$ cat config.mk
export PLATFORM = sky130hd
export DESIGN_NAME = note_seq_loader
export DESIGN_NICKNAME = d
export VERILOG_FILES = /design/src/rtl/note_pkg.sv /design/src/rtl/byte_timeout.sv /design/src/rtl/note_seq_loader.sv
export SDC_FILE = /design/constraint.sdc
export NUM_CORES = 1
export LEC_CHECK = 0
export ABC_AREA = 1
export BUFFER_PORTS_ARGS = -buffer_cell sky130_fd_sc_hd__buf_2
export CAP_MARGIN = 25
export CORE_UTILIZATION = 50
export DETAILED_ROUTE_END_ITERATION = 7
export PLACE_DENSITY = 0.81
export SYNTH_ARGS = -nofsm -noshare
export SYNTH_HDL_FRONTEND = slang
export SYNTH_SLANG_ARGS = --single-unit
$ cat constraint.sdc
create_clock -name i_clk -period 1.6 [get_ports i_clk]
set_input_delay 0 -clock i_clk [delete_from_list [all_inputs] [get_ports i_clk]]
set_output_delay 0 -clock i_clk [all_outputs]
set_load 0.05 [all_outputs]
$ cat src/rtl/note_pkg.sv
// Shared definitions for the note-sequence memory.
// Entry layout: note in [5:0], length in [10:6], bits [15:11] reserved.
// Also holds the frame sync byte and the loader state encoding.
package note_pkg;

    localparam int NOTE_LSB = 0;
    localparam int NOTE_W   = 6;
    localparam int LEN_LSB  = 6;
    localparam int LEN_W    = 5;

    localparam logic [7:0] SEQ_SYNC_BYTE = 8'hA5;

    typedef enum logic [2:0] {
        ST_IDLE  = 3'd0,
        ST_COUNT = 3'd1,
        ST_LO    = 3'd2,
        ST_HI    = 3'd3,
        ST_WRITE = 3'd4,
        ST_CSUM  = 3'd5
    } loader_state_t;

endpackage

$ cat src/rtl/byte_timeout.sv
// Inter-byte timeout counter.
// Counts enabled cycles since the last clear. It pulses expire on the
// TIMEOUT_CYCLES-th consecutive enabled, uncleared cycle.
// Ports:
//   i_clk, i_rst : clock, synchronous active-high reset
//   clr          : restart the count (a byte was transferred)
//   en           : count this cycle (a frame is in progress)
//   expire       : one-cycle pulse when the limit is reached
module byte_timeout #(
    parameter int TIMEOUT_CYCLES = 1000000
) (
    input  logic i_clk,
    input  logic i_rst,
    input  logic clr,
    input  logic en,
    output logic expire
);

    localparam int CNT_W = $clog2(TIMEOUT_CYCLES + 1);

    logic [CNT_W-1:0] cnt_reg;

    // cnt_reg holds the number of idle cycles already seen, so the limit
    // is hit while the count still reads TIMEOUT_CYCLES-1.
    assign expire = en && !clr && (cnt_reg == CNT_W'(TIMEOUT_CYCLES - 1));

    always_ff @(posedge i_clk) begin
        if (i_rst || clr || !en || expire) begin
            cnt_reg <= '0;
        end else begin
            cnt_reg <= cnt_reg + 1'b1;
        end
    end

endmodule

$ cat src/rtl/note_seq_loader.sv
// Writer side of the note-sequence memory.
// Accepts a framed byte stream: SYNC (0xA5), COUNT N, N pairs (lo, hi)
// and, when NOTE_LOADER_CHECKSUM_EN is defined, a trailing XOR checksum.
// Each pair is written as one 16-bit entry {hi, lo} to the note RAM.
// A good frame publishes N-1 as the new sequence length; a bad or
// stalled frame pulses o_err and leaves the length untouched.
// Ports:
//   i_clk, i_rst               : clock, synchronous active-high reset
//   i_byte_valid/i_byte_data   : byte stream in, o_byte_ready handshake
//   o_ram_we/addr/wdata        : RAM write port, one pulse per entry
//   o_seq_len                  : last valid sequence index
//   o_busy                     : frame in progress (holds sequencer reset)
//   o_load_done / o_err        : commit / abort pulses
module note_seq_loader
    import note_pkg::*;
#(
    parameter int ADDR_W         = 5,
    parameter int RESET_LEN      = 15,
    parameter int TIMEOUT_CYCLES = 1000000
) (
    input  logic              i_clk,
    input  logic              i_rst,
    input  logic              i_byte_valid,
    input  logic [7:0]        i_byte_data,
    output logic              o_byte_ready,
    output logic              o_ram_we,
    output logic [ADDR_W-1:0] o_ram_addr,
    output logic [15:0]       o_ram_wdata,
    output logic [ADDR_W-1:0] o_seq_len,
    output logic              o_busy,
    output logic              o_load_done,
    output logic              o_err
);

    localparam int DEPTH = 2 ** ADDR_W;

    loader_state_t     state_reg, state_next;
    logic [ADDR_W-1:0] index_reg, index_next;
    logic [ADDR_W-1:0] last_reg, last_next;       // N-1 of the current frame
    logic [7:0]        lo_reg, lo_next;
    logic [7:0]        hi_reg, hi_next;
    logic [ADDR_W-1:0] seq_len_reg, seq_len_next;
    logic              done_reg, done_next;
    logic              err_reg, err_next;
`ifdef NOTE_LOADER_CHECKSUM_EN
    logic [7:0]        csum_reg, csum_next;
`endif

    logic transfer;
    logic expire;
    logic count_ok;

    assign o_byte_ready = (state_reg != ST_WRITE);
    assign transfer     = i_byte_valid && o_byte_ready;
    assign count_ok     = (i_byte_data != 8'd0) && ({1'b0, i_byte_data} <= 9'(DEPTH));

    assign o_ram_we    = (state_reg == ST_WRITE);
    assign o_ram_addr  = index_reg;
    assign o_ram_wdata = {hi_reg, lo_reg};
    assign o_seq_len   = seq_len_reg;
    assign o_busy      = (state_reg != ST_IDLE);
    assign o_load_done = done_reg;
    assign o_err       = err_reg;

    byte_timeout #(
        .TIMEOUT_CYCLES(TIMEOUT_CYCLES)
    ) u_timeout (
        .i_clk  (i_clk),
        .i_rst  (i_rst),
        .clr    (transfer),
        .en     (state_reg != ST_IDLE),
        .expire (expire)
    );

    always_comb begin
        state_next   = state_reg;
        index_next   = index_reg;
        last_next    = last_reg;
        lo_next      = lo_reg;
        hi_next      = hi_reg;
        seq_len_next = seq_len_reg;
        done_next    = 1'b0;
        err_next     = 1'b0;
`ifdef NOTE_LOADER_CHECKSUM_EN
        csum_next    = csum_reg;
`endif
        if (expire) begin
            // Only fires outside IDLE with no byte moving this cycle.
            err_next   = 1'b1;
            state_next = ST_IDLE;
        end else begin
            case (state_reg)
                ST_IDLE: begin
                    if (transfer && (i_byte_data == SEQ_SYNC_BYTE)) begin
                        state_next = ST_COUNT;
                    end
                end
                ST_COUNT: begin
                    if (transfer) begin
                        if (count_ok) begin
                            last_next  = ADDR_W'(i_byte_data - 8'd1);
                            index_next = '0;
                            state_next = ST_LO;
`ifdef NOTE_LOADER_CHECKSUM_EN
                            csum_next  = i_byte_data;
`endif
                        end else begin
                            err_next   = 1'b1;
                            state_next = ST_IDLE;
                        end
                    end
                end
                ST_LO: begin
                    if (transfer) begin
                        lo_next    = i_byte_data;
                        state_next = ST_HI;
`ifdef NOTE_LOADER_CHECKSUM_EN
                        csum_next  = csum_reg ^ i_byte_data;
`endif
                    end
                end
                ST_HI: begin
                    if (transfer) begin
                        hi_next    = i_byte_data;
                        state_next = ST_WRITE;
`ifdef NOTE_LOADER_CHECKSUM_EN
                        csum_next  = csum_reg ^ i_byte_data;
`endif
                    end
                end
                ST_WRITE: begin
                    index_next = index_reg + 1'b1;
                    // Comparing against N-1 avoids an extra index bit for N == DEPTH.
                    if (index_reg == last_reg) begin
`ifdef NOTE_LOADER_CHECKSUM_EN
                        state_next   = ST_CSUM;
`else
                        seq_len_next = last_reg;
                        done_next    = 1'b1;
                        state_next   = ST_IDLE;
`endif
                    end else begin
                        state_next = ST_LO;
                    end
                end
`ifdef NOTE_LOADER_CHECKSUM_EN
                ST_CSUM: begin
                    if (transfer) begin
                        if (i_byte_data == csum_reg) begin
                            seq_len_next = last_reg;
                            done_next    = 1'b1;
                        end else begin
                            err_next     = 1'b1;
                        end
                        state_next = ST_IDLE;
                    end
                end
`endif
                default: begin
                    state_next = ST_IDLE;
                end
            endcase
        end
    end

    always_ff @(posedge i_clk) begin
        if (i_rst) begin
            state_reg   <= ST_IDLE;
            index_reg   <= '0;
            last_reg    <= '0;
            lo_reg      <= '0;
            hi_reg      <= '0;
            seq_len_reg <= ADDR_W'(RESET_LEN);
            done_reg    <= 1'b0;
            err_reg     <= 1'b0;
`ifdef NOTE_LOADER_CHECKSUM_EN
            csum_reg    <= '0;
`endif
        end else begin
            state_reg   <= state_next;
            index_reg   <= index_next;
            last_reg    <= last_next;
            lo_reg      <= lo_next;
            hi_reg      <= hi_next;
            seq_len_reg <= seq_len_next;
            done_reg    <= done_next;
            err_reg     <= err_next;
`ifdef NOTE_LOADER_CHECKSUM_EN
            csum_reg    <= csum_next;
`endif
        end
    end

endmodule

==> results by stage, run 1 <==
Setup path:
- The highest-delay cell along the critical path is sky130_fd_sc_hd__dfxtp_2.
- The maximum net fanout on the critical path is 6.
- The category of the critical setup timing path is flop to primary output.
- The kind of end point of the critical path is a primary output.
- The cell type group with the largest total delay on the critical path is buffers and inverters.
- The data arrival time of the worst path is between 1.5 and 2 ns.
- Walking the worst path, the cells encountered are nor2_2, nand2_4, buf_4, inv_1, clkbuf_4.
- For the worst setup path, the data required time is about 1.6 ns.
- The largest single stage delay on the critical path is 0.37 ns.
- Counting both buffers and inverters, the worst setup path holds a total of 3.
- The register-to-register setup slack is approximately 0.10 ns.
- The type of origin of the critical path is a flop.

Timing:
- The count of pins over their slew limit came to 0.
- Setup repair after global routing could not meet its margin everywhere.
- In this run the tightest slew margin relative to its limit is 80.63%.
- Setup violations remaining at the end of the flow were counted as 0.
- The peak clock frequency supported by timing is ~650 MHz.
- Setup total negative slack on the finished layout was measured at 0 ns.
- The final critical-path required period is 1.528 ns.
- The clock arrives with between 0.008 and 0.009 ns of skew.
- The worst-margin pin slew is approximately 0.29 ns.
- The total count of hold-check failures in the final report is 0.
- The portion of the clock cycle consumed by the worst path in the final layout is between 90 and 100%.

Logic synthesis:
- In this run the biggest area consumer among cell types represents 40.02% of the synthesized area.
- The synthesized area divided by synthesized cell count is roughly 7.3 sq um.
- By area the synthesized netlist is led by sky130_fd_sc_hd__dfxtp_1 40%, sky130_fd_sc_hd__nand2_1 13%, sky130_fd_sc_hd__nor2_1 6.2%.
- Synthesis produced a netlist with a net count of 400.
- After synthesis the netlist holds a flip-flop and latch count of 56.
- The number of warnings reported in the yosys synthesis log is 0.
- sky130_fd_sc_hd__dfxtp_1 takes more of the synthesized area than any other cell.
- The count of distinct cell types in the synthesized netlist is 29.
- The synthesized netlist cell count is between 300 and 400.
- The sequential area share after synthesis is 40.02%.
- Summing every instance area after synthesis gives 0.002801 sq mm.

Run status:
- The run finished with clean final reports.

Clock network:
- The deepest level of the CTS H-tree is 2.
- The worst-case clock buffer depth is 2.
- The number of clock buffers added by TritonCTS is 5.
- CTS placed an instance of sky130_fd_sc_hd__clkbuf_8 at the clock tree root.
- The tree built by TritonCTS fans out to 56 sinks.
- The clock input transition at the sequential cells of the worst setup and hold paths is about 0.10 ns.
- The TritonCTS clock tree is done.
- For the worst-skew pair, the clock arrives at the later sink with an insertion delay of about 0.31 ns.

Placed design:
- The global placement routability congestion is ~0.84.
- Detailed placement finished with a half-perimeter wire length of about 4600 um.
- The count of input and output buffers is 41.
- After detailed placement, the total cell area comes to 0.003171 sq mm.

Die:
- Row generation in the floorplan step produced 26 rows.
- The effective utilization at floorplan is between 50% and 60%.
- The horizontal die dimension is 76.85 um.
- 42 I/O pins were placed.
- In this run the vertical extent of the chip is between 70 and 80 um.
- The area of the core is 0.005238 sq mm.
- The die covers 0.005906 sq mm.

Global routing:
- Summed over all layers, the global routing overflow is 0.
- The number of antenna violations at the first check in global routing is 0.
- The total global-route track usage is a little under a quarter.
- The fraction of met1 tracks used by global routing is 30.64%.
- met2 is the most crowded layer.
- The first-pass GRT wire length is 11240 um.
- For met2 alone, demand over resource in global routing was 38.48%.
- For met3 alone, demand over resource in global routing was slightly below 5%.
- The via count of the first global-routing pass was around 2500.
- The pin count of the biggest net entering global routing is 22.

Layout:
- From synthesis to final layout, the design area changed by 21.48%.
- The total inserted antenna cells is 0.
- After the last flow step, the layout net total stands at roughly 470.
- The fraction of layout cells with a size suffix above 1 is 24.89%.
- Registers take 0.001129 sq mm.
- The layout has around 430 filler cells.
- The register with the most flip-flops in the layout has 20 of them.
- The final cell area excluding filler cells is 0.003403 sq mm.
- The multi-input combinational cells in the finished layout cover a total of between 0.0015 and 0.002 sq mm.

Routing:
- In this run the remaining antenna-violating nets after routing total 0.
- Summing over every cut layer, the via total after detailed routing is about 2700.
- After detailed routing, the average wire length per cell comes to ~13 um.
- The first TritonRoute pass finished after 4 iterations.
- In this run, the number of DRC markers left after iteration 0 of detailed routing was 201.
- The number of vias per cell after detailed routing is between 5 and 6.
- Wires add up to roughly 6500 um.
- In the routed design, unresolved DRC markers number 0.

Power:
- The leakage power total is 1.369 nW.
- In this run the power density over the cells is approximately 700 mW/mm^2.
- Across the VDD grid, the largest voltage drop is about 0.00058 V.

Min path:
- In this run the worst hold path is classified as input port to flop.

Flow run:
- The max-cap violation count is 0.
metal layers:
metal,routed length (um),vias to the layer above
met1,2988,1198
met5,0,-
met3,382,11
met2,3045,85
met4,112,0
li1,-,1375
per-stage QoR:
stage / util [%] / std cells / setup slack (ns) / hold WS, ns / power [mW]
5_1_grt: 64.98 / 520 / -0.04465 / 0.002286 / 2.498
3_3_place_gp: 60.54 / 504 / 0.06069 / 0.2687 / 1.511
3_5_place_dp: 60.54 / 504 / -0.01947 / 0.2753 / 1.513
2_1_floorplan: - / 384 / 0.02721 / 0.08972 / 1.472
6_report: 64.98 / 520 / 0.07211 / 0.002143 / 2.416
4_1_cts: 64.02 / 518 / 0.01734 / 0.002098 / 2.433
final cells by class:
class,count,share of cell area (%)
clock buffers,5,2.022
inverters,39,4.301
clock inverters,3,1.250
repair buffers,65,11.76
well taps,70,2.574
flip-flops and latches,56,33.16
multi-input cells,282,44.93
timing repair:
action / in CTS / in global routing
pin swaps: 1 / 2
buffers inserted: 0 / 2
endpoints found under the hold margin: 8 / 0
hold buffers: 5 / 0
cloned: 1 / 0
gates resized for setup: 1 / 12
setup endpoints to repair: 20 / 39
where the power goes:
| part | switching, mW | internal [mW] |
|---|---|---|
| registers | 0.000259 | 1.39 |
| logic | 0.0653 | 0.0356 |
| clock network | 0.459 | 0.464 |
| total | 0.525 | 1.89 |
synth_stat cells (all sizes together):
cell and number:
nor2 51, a21oi 38, a31oi 1, nand3b 2, nand3 37, buf 4, or3 1, or2 1
clkbuf 4, ha 5, inv 39, nor3 14, xor2 9, o21ai 10, nand4 8, dfxtp 56
nand2 100, xnor2 4
worst paths after layout:
kind	startpoint	endpoint	depth (start not counted)
setup / recovery	state_reg[1]	o_ram_we	5
hold / removal	i_byte_data[0]	lo_reg[0]	3
setup reg to reg	u_timeout.cnt_reg[1]	o_seq_len[2]	10
hold reg to reg	lo_reg[4]	lo_reg[4]	2
placed cells by master (no fill, tap or decap), drive strengths merged, types with 6 or more instances in the layout:
master | netlist | layout
nand4 | 8 | 9
nand2 | 100 | 100
buf | 4 | 59
inv | 39 | 39
a21oi | 38 | 38
clkbuf | 4 | 6
nand3 | 37 | 37
nor2 | 51 | 51
xor2 | 9 | 9
dfxtp | 56 | 56
nor3 | 14 | 14
o21ai | 10 | 10
worst reg2reg max path, cell delays in order, from the launching register on:
cell,delay (ns)
sky130_fd_sc_hd__dfxtp_2,0.35
sky130_fd_sc_hd__ha_2,0.19
sky130_fd_sc_hd__nand3_2,0.09
sky130_fd_sc_hd__inv_1,0.10
sky130_fd_sc_hd__nand3_2,0.09
sky130_fd_sc_hd__nor2_4,0.14
sky130_fd_sc_hd__nand2_4,0.12
sky130_fd_sc_hd__nand3_4,0.14
sky130_fd_sc_hd__inv_2,0.07
sky130_fd_sc_hd__nand2_1,0.05
sky130_fd_sc_hd__nand3_1,0.06
cells by family (layout without fill, tap and decap cells):
group | after synthesis | in the layout | share of synthesized area [%]
adders and majority gates | 5 | 5 | 2.233
AOI/OAI and AO/OA | 49 | 49 | 9.871
xor gates and xnor gates | 13 | 13 | 4.064
buffers and inverters | 47 | 112 | 7.146
DFF | 56 | 56 | 40.02
and+or+nand+nor | 214 | 215 | 36.67
No activity file was read; power rests on OpenSTA's default activity.
==> run 2: changes to the inputs <==
GPL_TIMING_DRIVEN = 0   (was not set)
PLACE_DENSITY = 0.82   (was 0.81)
SYNTH_HIERARCHICAL = 1   (was not set)
==> results by stage, run 2 <==
Logic synthesis:
- The synthesized netlist cell count is just under 400.
- The summed instance area of the synthesized netlist is 0.002755 sq mm.
- In the synthesized netlist the async set-or-reset flop fraction comes to 0%.
- Synthesis produced a netlist with a net count of 401.
- The number of warnings reported in the yosys synthesis log is 6.
- The commonest cells after synthesis are 78 x sky130_fd_sc_hd__nand2_1, 60 x sky130_fd_sc_hd__nor2_1, 56 x sky130_fd_sc_hd__dfxtp_1.
- The cell taking the most area after synthesis is sky130_fd_sc_hd__dfxtp_1.
- Of the synthesized area, sequential elements account for 40.69%.
- The synthesis-stage register bit count is between 50 and 60.
- The most used standard cell by instance count after synthesis is sky130_fd_sc_hd__nand2_1.
- The count of distinct cell types in the synthesized netlist is 30.
- The synthesized area divided by synthesized cell count is about 7 sq um.
- By area the synthesized netlist is led by sky130_fd_sc_hd__dfxtp_1 41%, sky130_fd_sc_hd__nand2_1 11%, sky130_fd_sc_hd__nor2_1 8.2%.
- The dominant synthesized flop cell is sky130_fd_sc_hd__dfxtp_1.
- The number of flops mapped to enable cells by yosys is 0.
- Summed over its instances, the top area cell type makes up 40.69% of the synthesized netlist area.

Routing:
- The final wirelength is 6482 um.
- The post-detailed-route DRC marker count is 0.
- The initial detailed-routing violation count is ~160.
- The via count is between 2000 and 3000.
- The remaining antenna violation count is 0.
- The count of TritonRoute iterations in the first routing pass is 5.
- Using the TritonRoute via totals, the vias-per-cell ratio works out to between 5 and 6.
- After detailed routing, the average wire length per cell comes to between 10 and 15 um.

Placed design:
- The count of buffers added on input and output ports is between 40 and 50.
- The post-DP HPWL is 4488 um.
- Before CTS, the worst setup slack after placement is -0.3282 ns.
- Once placement finished, the instance area stood at a little over 0.003 sq mm.
- The global placement routability congestion is 0.8483.

Timing:
- The setup skew after layout is 0.009232 ns.
- Setup repair after global routing could not meet its margin everywhere.
- The worst slew margin relative to its limit is between 60% and 70%.
- The total setup violations reported at the end of the flow is 32.
- The count of pins over their slew limit is 0.
- The final worst slack is -0.1408 ns.
- For the finished layout, the period the worst path requires is around 1.7 ns.
- At the pin with the least slew margin, the transition time is roughly 0.55 ns.
- Based on the critical path, the design can be clocked at up to between 500 and 600 MHz.
- The total count of hold-check failures in the final report came to 0.
- The portion of the clock cycle consumed by the worst path in the final layout is 108.8%.

Die:
- The area of the core is approximately 0.0052 sq mm.
- The row count is 26.
- In this run the count of I/O pins placed on the die edge is 42.
- The horizontal die dimension is between 70 and 80 um.
- The area enclosed by the die boundary is 0.005811 sq mm.
- The die is 76.23 um tall.
- Once the floorplan was initialized, standard cells occupied between 50% and 60% of the core.

Global routing:
- The total global-route track usage is 22.93%.
- The total overflow left after global routing is 0.
- The number of antenna violations at the first check in global routing is 0.
- Entering global routing, the biggest net connects 19 pins.
- The first-pass GRT wire length is approximately 11000 um.
- The via count of the first global-routing pass is 2377.

Run status:
- The run finished, with violations left.
- The final reports fail on setup timing.

Setup path:
- The maximum net fanout on the critical path is 7.
- The category of the critical setup timing path is flop to flop.
- Counting cells, the worst reg-to-reg path comes to 15.
- The critical path ends at hi_reg[6].
- For flop-to-flop paths, the worst setup slack is -0.14 ns.
- The worst register-to-register path begins at state_reg[0].
- The kind of end point of the critical path is a flop.
- The type of origin of the critical path is a flop.
- The required time of the critical path is ~1.9 ns.
- The endpoint identified for the worst register-to-register timing path is hi_reg[6].
- For the worst setup path, the data arrival time is between 1.5 and 2 ns.
- In this run the worst setup path begins at state_reg[0].

Layout:
- The layout overhead on the synthesized area is 25.75%.
- Once layout is complete, the utilization of the core stands at 66.56%.
- The most frequent standard cell in the layout excluding fill and tap cells is sky130_fd_sc_hd__nand2_1.
- The total inserted antenna cells is 0.
- The register with the most flip-flops in the layout has 20 of them.
- The final layout contains 465 nets.
- The fraction of layout cells with a size suffix above 1 is roughly 28%.
- In the layout the commonest cells are 72 x sky130_fd_sc_hd__nand2_1, 57 x sky130_fd_sc_hd__nor2_1, 52 x sky130_fd_sc_hd__dfxtp_1, 41 x sky130_fd_sc_hd__buf_2, 39 x sky130_fd_sc_hd__inv_1.
- The finished cells cover around 0.0035 sq mm.

Power:
- For this design the ratio of total power to cell area is a little over 700 mW/mm^2.
- The leakage power total is around 1.4 nW.
- The worst vdd rail ir drop is between 0.0005 and 0.0006 V.

Flow run:
- The max-cap violation count is 0.

Min path:
- The class of the tightest hold or removal check is input port to flop.

Clock network:
- The clock reaches the later pin of the worst-skew pair after between 0.3 and 0.4 ns.
- The clock input transition at the sequential cells of the worst setup and hold paths is roughly 0.10 ns.
- The TritonCTS clock tree is done.
- The CTS buffer count is 5.
- The clock passes through at most 2 buffers.
- The tree built by TritonCTS fans out to 56 sinks.
- The H-tree was split into 2 levels.
- The cell sitting at the root of the clock tree is a sky130_fd_sc_hd__clkbuf_8.
[run 2: kinds of logic after synthesis]
| family | Yosys count | synth area share (%) |
|---|---|---|
| and+or+nand+nor | 195 | 33.33 |
| AOI/OAI and AO/OA | 64 | 11.94 |
| DFF | 56 | 40.69 |
| buffers and inverters | 54 | 8.265 |
| xor gates and xnor gates | 11 | 3.497 |
| adders and majority gates | 5 | 2.271 |
[run 2: critical path, cell delays in order (launching register included)]
cell	delay, ns
sky130_fd_sc_hd__dfxtp_2	0.36
sky130_fd_sc_hd__inv_2	0.05
sky130_fd_sc_hd__nand3_4	0.11
sky130_fd_sc_hd__inv_8	0.05
sky130_fd_sc_hd__nor2_8	0.10
sky130_fd_sc_hd__inv_2	0.04
sky130_fd_sc_hd__nand2_2	0.06
sky130_fd_sc_hd__nor3_2	0.04
sky130_fd_sc_hd__nand3_1	0.11
sky130_fd_sc_hd__inv_2	0.08
sky130_fd_sc_hd__inv_4	0.09
sky130_fd_sc_hd__nand2_8	0.08
sky130_fd_sc_hd__nor2_8	0.17
sky130_fd_sc_hd__buf_8	0.14
sky130_fd_sc_hd__o21ai_2	0.05
sky130_fd_sc_hd__a21oi_1	0.14
[run 2: worst min path at each step]
stage / start / endpoint / cells past startpoint
6_report: i_byte_data[6] / lo_reg[6] / 3
5_1_grt: i_byte_data[6] / lo_reg[6] / 3
4_1_cts: i_byte_data[6] / hi_reg[6] / 3
3_5_place_dp: i_byte_data[0] / last_reg[0] / 2
3_3_place_gp: i_byte_data[0] / last_reg[0] / 2
2_1_floorplan: i_rst / o_err / 1
[run 2: metrics by stage]
stage | setup TNS [ns] | instances | hold WS, ns | total power, mW
6_report | -2.397 | 520 | 0.01759 | 2.454
3_3_place_gp | -5.772 | 496 | 0.2168 | 1.525
2_1_floorplan | -7.831 | 385 | 0.06907 | 1.491
4_1_cts | -2.202 | 517 | 0.01180 | 2.461
5_1_grt | -6.338 | 520 | 0.009642 | 2.542
3_5_place_dp | -7.302 | 496 | 0.2240 | 1.527
[run 2: repair_timing]
item,CTS,global route
hold buffers,3,0
gates cloned,2,0
pin swaps,11,4
resized for setup,25,16
endpoints found under the hold margin,5,0
setup buffers,8,4
endpoints found under the setup margin,32,36
[run 2: layout make-up]
cell class,instances,area [sq um]
Tap cell,70,87.58
Clock buffer,5,68.82
Multi-Input combinational cell,275,1529
Buffer,7,60.06
Fill cell,442,1740
Timing Repair Buffer,57,354.1
Inverter,47,191.4
Sequential cell,56,1126
Clock inverter,3,47.55
[run 2: power breakdown]
group          switching, mW  internal (mW)  total [mW]
registers            0.00129           1.39        1.39
clock network          0.467          0.472       0.939
logic                 0.0770         0.0429       0.120
total                  0.546           1.91        2.45
[run 2: per-layer routing]
metal	wire (um)	track usage, %	up-vias
met3	399	4.790	15
met4	140	4.615	0
met5	0	0	-
met2	2960	37.03	87
met1	2982	31.54	1210
li1	-	-	1364
==> run 3: changes to the inputs <==
CORE_UTILIZATION = 56   (was 50)
PLACE_DENSITY = 0.89   (was 0.82)
==> results by stage, run 3 (synthesis gave the netlist of run 2 again) <==
Layout:
- Compared with the post-synthesis result, the final layout area differs by 29.88%.
- Leaving out fill and tap cells, the most frequent cell in the layout is sky130_fd_sc_hd__nand2_1.
- The count of cells in the finished layout, fillers not included, comes to between 500 and 600.
- The filler cells instantiated in the layout total 295.
- The area taken by flip-flops and latches is around 0.0011 sq mm.
- Once layout is complete, the utilization of the core stands at 75.76%.
- The area used by multi-input combinational logic is 0.001583 sq mm.
- The library cells used most frequently in the layout, excluding fill and tap cells, are 73 x sky130_fd_sc_hd__nand2_1, 57 x sky130_fd_sc_hd__nor2_1, 51 x sky130_fd_sc_hd__dfxtp_1, 41 x sky130_fd_sc_hd__buf_2, 39 x sky130_fd_sc_hd__inv_1.
- Cells with a size suffix above 1 make up 31.87% of the layout.
- The number of flip-flops in the largest register is 20.
- The total inserted antenna cells is 0.
- The final layout contains between 400 and 500 nets.

Die:
- Measured along the y axis, the die boundary spans about 72 um.
- The row count is 25.
- The area enclosed by the die boundary is 0.005204 sq mm.
- The initial utilization of the core area, before any placement, comes to between 50% and 60%.
- The area of the core is between 0.004 and 0.005 sq mm.
- The horizontal die dimension is 72.14 um.
- 42 I/O pins were placed.

Clock network:
- The worst-case clock buffer depth is 2.
- The clock input transition at the sequential cells of the worst setup and hold paths is around 0.1 ns.
- The H-tree was split into 2 levels.
- The TritonCTS clock tree is done.
- At the later pin of the worst-skew pair, clock insertion delay measures between 0.3 and 0.4 ns.
- The CTS buffer count is 5.
- The CTS root buffer is sky130_fd_sc_hd__clkbuf_8.
- The tree built by TritonCTS fans out to between 50 and 60 sinks.

Global routing:
- The total global-route track usage is 29.08%.
- The met3 track utilization from global routing is under 10%.
- Summed over all layers, the global routing overflow is 0.
- The most used routing layer is met2.
- The fraction of met1 tracks used by global routing is a little over a third.
- The via count of the first global-routing pass is between 2000 and 3000.
- The number of antenna violations at the first check in global routing is 0.
- Entering global routing, the biggest net connects 19 pins.
- The met2 usage in global routing is 48.39%.
- The first global-routing pass estimated ~12000 um of wire.

Setup path:
- The endpoint identified for the worst register-to-register timing path is hi_reg[2].
- Counting cells, the worst reg-to-reg path comes to 15.
- The register-to-register setup slack is -0.21 ns.
- The setup path with the least slack is of type flop to flop.
- The data arrival time of the worst path is approximately 2.1 ns.
- For the worst setup path, the data required time is between 1.5 and 2 ns.
- The worst setup path is captured at a flop.
- The most critical setup path has its endpoint at hi_reg[2].
- The maximum net fanout on the critical path is 5.
- The type of origin of the critical path is a flop.
- The startpoint identified for the worst register-to-register timing path is state_reg[0].
- Tracing the worst setup path back leads to its startpoint at state_reg[0].

Routing:
- Once detail routing completed, the nets flagged for antenna violations numbered 0.
- The first detailed-routing pass ran for 6 iterations.
- The detailed router placed approximately 2900 vias in this run.
- Wires add up to approximately 7600 um.
- In the routed layout, each cell is associated on average with a via count of approximately 5.5.
- After detailed routing, the number of remaining DRC violations is 0.
- The initial detailed-routing violation count is just under 300.
- The average wire length per cell after detail routing is around 15 um.

Power:
- The power density of the placed cells is about 690 mW/mm^2.
- The worst vdd rail ir drop is around 0.00050 V.
- Overall power consumption after layout is estimated at roughly 2.5 mW.
- Summed over all cells, the static leakage comes to 1.411 nW.

Run status:
- The flow ran to the end, but the final reports show violations.
- The checks that failed: setup timing.

Timing:
- In this run the tightest slew margin relative to its limit is between 50% and 60%.
- For this run, the top clock speed supported by timing is ~550 MHz.
- The count of pins over their slew limit is 0.
- Setup repair after global routing could not meet its margin everywhere.
- Clock skew on the completed layout was measured at 0.005257 ns.
- Setup violations remaining at the end of the flow were counted as 52.
- After routing, the total negative slack on setup checks comes to -8.057 ns.
- The total count of hold-check failures in the final report is 0.
- The final worst slack is -0.2073 ns.
- The worst path uses 113.0% of the clock period.
- The final critical-path required period is between 1.5 and 2 ns.
- The worst-margin pin slew is 0.6373 ns.

Placed design:
- The post-DP HPWL is approximately 4500 um.
- The count of input and output buffers is roughly 40.
- After detailed placement, the design holds a cell count of about 490.
- Timing analysis after detailed placement gives a worst setup slack of -0.3256 ns.
- The global placement routability congestion is around 0.9.

Min path:
- The tightest min-delay check is of the input port to flop type.

Flow run:
- The tool flagged a number of max-cap violations equal to 0.
[run 3: changes by cell type in the layout (fill, tap and decap cells not counted), sizes merged]
| cell | delta |
|---|---|
| clkbuf | -1 |
| inv | +1 |
| clkinvlp | +1 |
| buf | +5 |
| dlygate4sd3 | +1 |
| clkinv | -2 |
[run 3: power breakdown]
part | switching, mW | leakage [nW] | total [mW] | internal, mW
Clock | 0.482 | 0.0548 | 0.953 | 0.472
Sequential | 0.00155 | 0.454 | 1.39 | 1.39
Combinational | 0.0874 | 0.902 | 0.131 | 0.0437
Total | 0.571 | 1.41 | 2.48 | 1.91
[run 3: final cells by class]
cell class / instances / share of cell area, %
Buffer: 7 / 1.678
Clock buffer: 5 / 1.923
Sequential cell: 56 / 31.57
Timing Repair Buffer: 62 / 11.54
Clock inverter: 3 / 1.294
Multi-Input combinational cell: 275 / 44.23
Tap cell: 67 / 2.343
Inverter: 47 / 5.420
[run 3: what timing repair did]
item,4_1_cts,5_1_grt
gates resized for setup,27,35
cloned,2,0
hold buffers,4,0
pin swaps,10,11
hold endpoints to repair,7,0
setup buffers,11,4
endpoints found under the setup margin,32,56
[run 3: worst max-delay path, cell delays in order, from the launching register on]
cell and delay, ns:
sky130_fd_sc_hd__dfxtp_4 0.38, sky130_fd_sc_hd__inv_4 0.06, sky130_fd_sc_hd__nand3_4 0.10, sky130_fd_sc_hd__inv_8 0.08, sky130_fd_sc_hd__nor2_8 0.04, sky130_fd_sc_hd__inv_2 0.05, sky130_fd_sc_hd__nand2_2 0.05, sky130_fd_sc_hd__nor3_2 0.09
sky130_fd_sc_hd__nand3_1 0.12, sky130_fd_sc_hd__inv_2 0.13, sky130_fd_sc_hd__inv_4 0.06, sky130_fd_sc_hd__nand2_8 0.11, sky130_fd_sc_hd__nor2_8 0.06, sky130_fd_sc_hd__buf_12 0.14, sky130_fd_sc_hd__buf_16 0.13, sky130_fd_sc_hd__a21oi_2 0.12
[run 3: metrics by stage]
stage	area, sq um	hold slack (ns)
global route	3578	0.04093
floorplan	2801	0.06907
global placement	3090	0.2110
finish	3578	0.01707
CTS	3437	0.008441
detailed placement	3090	0.2228
[run 3: worst min path at each step]
| stage | from | endpoint | slack (ns) | depth (start not counted) |
|---|---|---|---|---|
| floorplan | i_rst | o_err | 0.07 | 1 |
| detailed placement | i_byte_data[0] | last_reg[0] | 0.22 | 2 |
| finish | i_byte_data[5] | hi_reg[5] | 0.02 | 3 |
| global route | i_byte_data[5] | hi_reg[5] | 0.04 | 3 |
| CTS | i_byte_data[3] | hi_reg[3] | 0.008 | 3 |
| global placement | i_byte_data[0] | last_reg[0] | 0.21 | 2 |
[run 3: per-layer routing]
metal | share of wire, % | vias to the layer above
met2 | 48 | 143
met5 | 0 | -
li1 | - | 1379
met3 | 6.8 | 34
met4 | 4.3 | 0
met1 | 41 | 1341
